### config.mk
export PLATFORM = sky130hd
export DESIGN_NAME = booth4_mult_seq_flat
export DESIGN_NICKNAME = d
export VERILOG_FILES = /design/src/rtl/booth4_mult_seq_if.sv /design/src/rtl/booth4_mult_seq.sv /design/src/flat_wrapper.sv
export SDC_FILE = /design/constraint.sdc
export NUM_CORES = 1
export LEC_CHECK = 0
export ABC_AREA = 1
export CAP_MARGIN = 20
export CORE_MARGIN = 2
export CORE_UTILIZATION = 31
export CTS_CLUSTER_DIAMETER = 100
export DETAILED_ROUTE_END_ITERATION = 16
export DONT_BUFFER_PORTS = 1
export GPL_TIMING_DRIVEN = 0
export RECOVER_POWER = 50
export SLEW_MARGIN = 20
export SYNTH_ARGS = -nofsm -noshare
export SYNTH_HDL_FRONTEND = slang
export SYNTH_SLANG_ARGS = --single-unit
### constraint.sdc
create_clock -name clk -period 3.2 [get_ports clk]
set_input_delay 0.48 -clock clk [delete_from_list [all_inputs] [get_ports clk]]
set_output_delay 0.48 -clock clk [all_outputs]
set_load 0.01 [all_outputs]
### src/rtl/booth4_mult_seq_if.sv
// Handshake and operand/result bundle for the sequential radix-4 Booth multiplier.
interface booth4_mult_seq_if #(
  parameter int WIDTH = 8
);
  logic                 start;
  logic                 signed_mode;
  logic [WIDTH-1:0]     a;
  logic [WIDTH-1:0]     b;
  logic                 busy;
  logic                 done;
  logic [2*WIDTH-1:0]   product;

  modport master (
    output start, signed_mode, a, b,
    input  busy, done, product
  );

  modport slave (
    input  start, signed_mode, a, b,
    output busy, done, product
  );
endinterface

### src/rtl/booth4_mult_seq.sv
// Iterative radix-4 Booth multiplier: one recoded multiplier digit retired per clock.
module booth4_mult_seq #(
  parameter int WIDTH = 8
) (
  input  logic              clk,
  input  logic              reset_n,
  booth4_mult_seq_if.slave  bus
);

  localparam int NDIG = WIDTH / 2 + 1;
  localparam int ACCW = 2 * WIDTH + 2;
  localparam int XW   = WIDTH + 2;
  localparam int CW   = (NDIG > 2) ? $clog2(NDIG) : 1;

  typedef enum logic [1:0] {
    IDLE = 2'd0,
    RUN  = 2'd1,
    DONE = 2'd2
  } state_t;

  state_t               state_r;
  state_t               state_next_s;
  logic [CW-1:0]        cnt_r;
  logic [ACCW-1:0]      acc_r;
  logic [ACCW-1:0]      mcand_r;
  logic [XW:0]          mplier_r;
  logic [2*WIDTH-1:0]   product_r;
  logic                 busy_r;
  logic                 done_r;
  logic [ACCW-1:0]      pp_s;
  logic                 cin_s;
  logic [ACCW-1:0]      acc_next_s;
  logic                 last_dig_s;

  // Booth recode of one triple into {partial product, carry-in}; negatives are invert + carry.
  function automatic logic [ACCW:0] booth_pp(input logic [2:0] trip, input logic [ACCW-1:0] m);
    logic [ACCW-1:0] m2;
    m2 = {m[ACCW-2:0], 1'b0};
    case (trip)
      3'b001, 3'b010: booth_pp = {m, 1'b0};
      3'b011:         booth_pp = {m2, 1'b0};
      3'b100:         booth_pp = {~m2, 1'b1};
      3'b101, 3'b110: booth_pp = {~m, 1'b1};
      default:        booth_pp = {(ACCW + 1){1'b0}};
    endcase
  endfunction

  function automatic logic [ACCW-1:0] ext_acc(input logic [WIDTH-1:0] v, input logic sm);
    ext_acc = {{(ACCW - WIDTH){sm & v[WIDTH-1]}}, v};
  endfunction

  // Adder for the current digit; the multiplicand is pre-shifted so no variable shifter is needed.
  always_comb begin
    {pp_s, cin_s} = booth_pp(mplier_r[2:0], mcand_r);
    acc_next_s    = acc_r + pp_s + {{(ACCW - 1){1'b0}}, cin_s};
    last_dig_s    = (cnt_r == CW'(NDIG - 1));
  end

  // Next-state logic of the control FSM.
  always_comb begin
    state_next_s = state_r;
    case (state_r)
      IDLE: begin
        if (bus.start) begin
          state_next_s = RUN;
        end else begin
          state_next_s = IDLE;
        end
      end
      RUN: begin
        if (last_dig_s) begin
          state_next_s = DONE;
        end else begin
          state_next_s = RUN;
        end
      end
      DONE:    state_next_s = IDLE;
      default: state_next_s = IDLE;
    endcase
  end

  // State register.
  always_ff @(posedge clk or negedge reset_n) begin
    if (!reset_n) begin
      state_r <= IDLE;
    end else begin
      state_r <= state_next_s;
    end
  end

  // Datapath and registered outputs; busy/done come from the next state so they align with it.
  always_ff @(posedge clk or negedge reset_n) begin
    if (!reset_n) begin
      cnt_r     <= {CW{1'b0}};
      acc_r     <= {ACCW{1'b0}};
      mcand_r   <= {ACCW{1'b0}};
      mplier_r  <= {(XW + 1){1'b0}};
      product_r <= {(2 * WIDTH){1'b0}};
      busy_r    <= 1'b0;
      done_r    <= 1'b0;
    end else begin
      busy_r <= (state_next_s != IDLE);
      done_r <= (state_next_s == DONE);
      case (state_r)
        IDLE: begin
          if (bus.start) begin
            mcand_r  <= ext_acc(bus.a, bus.signed_mode);
            mplier_r <= {{2{bus.signed_mode & bus.b[WIDTH-1]}}, bus.b, 1'b0};
            acc_r    <= {ACCW{1'b0}};
            cnt_r    <= {CW{1'b0}};
          end
        end
        RUN: begin
          acc_r    <= acc_next_s;
          mcand_r  <= {mcand_r[ACCW-3:0], 2'b00};
          mplier_r <= {2'b00, mplier_r[XW:2]};
          cnt_r    <= cnt_r + CW'(1);
          if (last_dig_s) begin
            product_r <= acc_next_s[2*WIDTH-1:0];
          end
        end
        default: begin
          cnt_r <= cnt_r;
        end
      endcase
    end
  end

  assign bus.busy    = busy_r;
  assign bus.done    = done_r;
  assign bus.product = product_r;

endmodule

### src/flat_wrapper.sv
// flat-port wrapper written by rule: the top's interface ports become plain ports
module booth4_mult_seq_flat 
#(
  parameter int WIDTH = 8
)
  (clk, reset_n, bus_start, bus_signed_mode, bus_a, bus_b, bus_busy, bus_done, bus_product);
  booth4_mult_seq_if #(.WIDTH(WIDTH)) bus_i ();
  input  logic clk;
  input  logic reset_n;
  input wire logic [$bits(bus_i.start)-1:0] bus_start;
  input wire logic [$bits(bus_i.signed_mode)-1:0] bus_signed_mode;
  input wire logic [$bits(bus_i.a)-1:0] bus_a;
  input wire logic [$bits(bus_i.b)-1:0] bus_b;
  output wire logic [$bits(bus_i.busy)-1:0] bus_busy;
  output wire logic [$bits(bus_i.done)-1:0] bus_done;
  output wire logic [$bits(bus_i.product)-1:0] bus_product;
  assign bus_i.start = bus_start;
  assign bus_i.signed_mode = bus_signed_mode;
  assign bus_i.a = bus_a;
  assign bus_i.b = bus_b;
  assign bus_busy = bus_i.busy;
  assign bus_done = bus_i.done;
  assign bus_product = bus_i.product;
  booth4_mult_seq #(.WIDTH(WIDTH)) u_core (.clk(clk), .reset_n(reset_n), .bus(bus_i));
endmodule
==> impl_metrics.csv <==
group,metric,value,unit
timing,setup_viol,0,
yosys,ys_types,38,
drt,ant_nets,0,
drt,drt_wl_total,9630,um
status,status,"complete, but fails checks",
clock_tree,clock_latency,0.34,ns
worst_setup_path,cp-start-kind,"flop",
drt,wl_per_cell,14.5,um
drt,vias_per_cell,4.94,
yosys,synthesis.area,3830,um2
global_route,grt_pass1_wl,16400,um
drt,wl_met2,4280,um
worst_setup_path,critical_path_class,"flop to flop",
worst_setup_path,crit_required,3.42,ns
drt,vias,3286,
yosys,ys_seq_area_share,42.4,%
flow_run,cap_violations,1,
timing,drv_slew,66,
timing,holdWs,0.263,ns
worst_setup_path,cp-end-kind,"flop",
yosys,synthArstFlopShare,100,%
clock_tree,clk_path_buf_depth,2,
timing,clock_skew,0.0105,ns
placed_design,port_buffers,0,
drt,wl_met3,617,um
placed_design,hpwl,7060,um
yosys,syn_avg_cell_area,7.97,um2
clock_tree,cts_made_buffers,9,
timing,fmax,349,MHz
floorplan,die_h,115,um
drt,met1_length,4580,um
timing,worst_pin_slew,1.61,ns
timing,relSlewSlack,-7.23,%
drt,drcViolationCount,0,
global_route,grt_pass1_vias,3316,
placed_design,gp_congestion,0.886,
timing,hold_violations,0,
clock_tree,postCtsSetupRepairBufs,0,
layout,drive_gt1_share,9.86,%
yosys,syn-num-nets,519,
floorplan,core-area,12100,um2
yosys,yosys_warnings,0,
clock_tree,ctsHtreeMaxLevel,3,
drt,first_pass_iters,4,
clock_tree,cts.sink_count,65,
yosys,synth_ff_type,"dfrtp_1",
floorplan,initial_utilization,31.8,%
layout,nets,531,
worst_setup_path,worstPathArrival,3.09,ns
yosys,synth_edf_count,0,
floorplan,fp.dieW,115,um
floorplan,ioPinCount,38,
global_route,gr-total-overflow,0,
layout,diodes,0,
clock_tree,clkTransAtPathRegs,0.06,ns
drt,top_layer,"met4",
timing,period_share,89.4,%
timing,fin_setup_tns,0,ns
hold_path,min_path_type,"primary input to flop",
timing,rsz0062_at_grt,"no",
worst_setup_path,critical_path.max_fanout,10,
global_route,antenna_found_initial,0,
yosys,ys_ff_latch,65,
global_route,groute.usage.overall,15.9,%
clock_tree,cts_root_buf,"clkbuf_16",
clock_tree,cts_tree,"built",
status,violations,"max-capacitance violations, max-slew violations",
global_route,grt_max_degree,66,
floorplan,rows,40,
drt,drt-initial-drc-count,127,
yosys,synth_cells,481,
floorplan,dieArea,13300,um2
layout,area_delta_synth_final,13.8,%
timing,period_needed,2.86,ns
layout by cell type, fill, tap and decap left out, types with 3 or more instances in the layout:
cell       synthesis  routed
o221ai_1           6       6
o21ai_0           23      23
inv_2              6       6
buf_6              3       3
a21oi_1           13      13
a221oi_1          15      15
inv_1             44      44
o21ai_1           14      14
nor3_1            14      14
clkbuf_16          0       9
nand3_1           32      32
o22ai_1           10      10
nand3b_1           5       5
buf_2              7       7
a22oi_1            3       3
dfrtp_1           65      64
nand2_1          129     129
nor2_4             4       4
nor2_1            40      40
xnor2_1            6       6
buf_4              5       5
ha_1              16      16
critical path: stages, from the launching register on:
cell and delay, ns:
dfrtp_1 0.41, inv_1 0.11, nand3_1 0.09, nand2_1 0.17, inv_1 0.12, clkbuf_2 0.20, nand2_1 0.11, fa_1 0.22
inv_1 0.09, fa_1 0.45, o21ai_4 0.23, nand2_1 0.07, nand2_1 0.13, nand2_1 0.09, nand2_1 0.07, nand2_1 0.06
nand3_1 0.08, nand2_1 0.05
layout make-up:
class | instances | area, um2
buffer | 17 | 115
clock buffer | 11 | 253
clock inverter | 4 | 52.6
fill | 1243 | 7700
inverter | 50 | 188
multi-input combinational | 349 | 1910
sequential | 65 | 1630
tap | 168 | 210
timing repair buffer | 1 | 5.00
synthesized netlist by cell type (all sizes together), types with 10 or more instances:
cell type  instances  area, um2
a21oi             13       65.1
a221oi            16        146
buf               15        106
dfrtp             65       1630
ha                16        200
inv               50        188
nand2            130        490
nand3             33        170
nor2              45        215
nor3              14       70.1
o21ai             38        194
o22ai             10       62.6
registers in the layout, summed over array words and instances (netlist names):
signal,cells
u_core.mcand_r,16
u_core.acc_r,16
u_core.cnt_r,3
u_core.mplier_r,10
u_core.state_r,2
u_core.bus.done,1
u_core.bus.busy,1
u_core.bus.product,16
cells by family (layout without fill, tap and decap cells):
kind of cell | Yosys count | count (layout) | share of synthesized area [%]
XOR/XNOR | 6 | 6 | 1.37
AO/OA/AOI/OAI | 93 | 93 | 15.6
flip-flops | 65 | 65 | 42.4
buffers and inverters | 67 | 83 | 7.90
adder cells (fa/ha/maj) | 18 | 18 | 6.27
AND/OR/NAND/NOR | 232 | 232 | 26.5
metal layers:
layer	vias to the layer above	global-route usage [%]
met3	10	5.38
met2	67	24.2
li1	1652	-
met5	-	0
met1	1557	21.4
met4	0	5.14
per-stage QoR:
stage / setup WS [ns] / cell area [um2] / std cells / util, %
CTS: 0.262 / 4380 / 665 / 36.3
global route: 0.00411 / 4360 / 665 / 36.2
global placement: 0.340 / 4040 / 649 / 33.5
finish: 0.338 / 4360 / 665 / 36.2
floorplan: 0.775 / 3830 / 481 / -
detailed placement: 0.265 / 4040 / 649 / 33.5
path summary, 6_finish.rpt:
kind / slack, ns / to / cells after the start / from
setup / recovery: 0.34 / u_core.acc_r[10] / 17 / u_core.mplier_r[0]
hold / removal: 0.26 / u_core.mcand_r[0] / 2 / bus_a[0]
setup reg to reg: 0.34 / u_core.acc_r[10] / 17 / u_core.mplier_r[0]
hold reg to reg: 0.49 / u_core.mplier_r[9] / 2 / u_core.mplier_r[9]
max in group asynchronous: 1.63 / u_core.mplier_r[2] / 1 / reset_n
min in group asynchronous: 0.53 / u_core.mplier_r[2] / 1 / reset_n
timing repair:
action / in CTS / in global routing
hold buffers: 1 / 0
endpoints found under the hold margin: 65 / 0
resized for setup: 0 / 2
setup endpoints to repair: 0 / 5
Power is left out: the tool's default activity adds up to more than one toggle a clock period on the data nets, which glitch-free logic cannot reach.
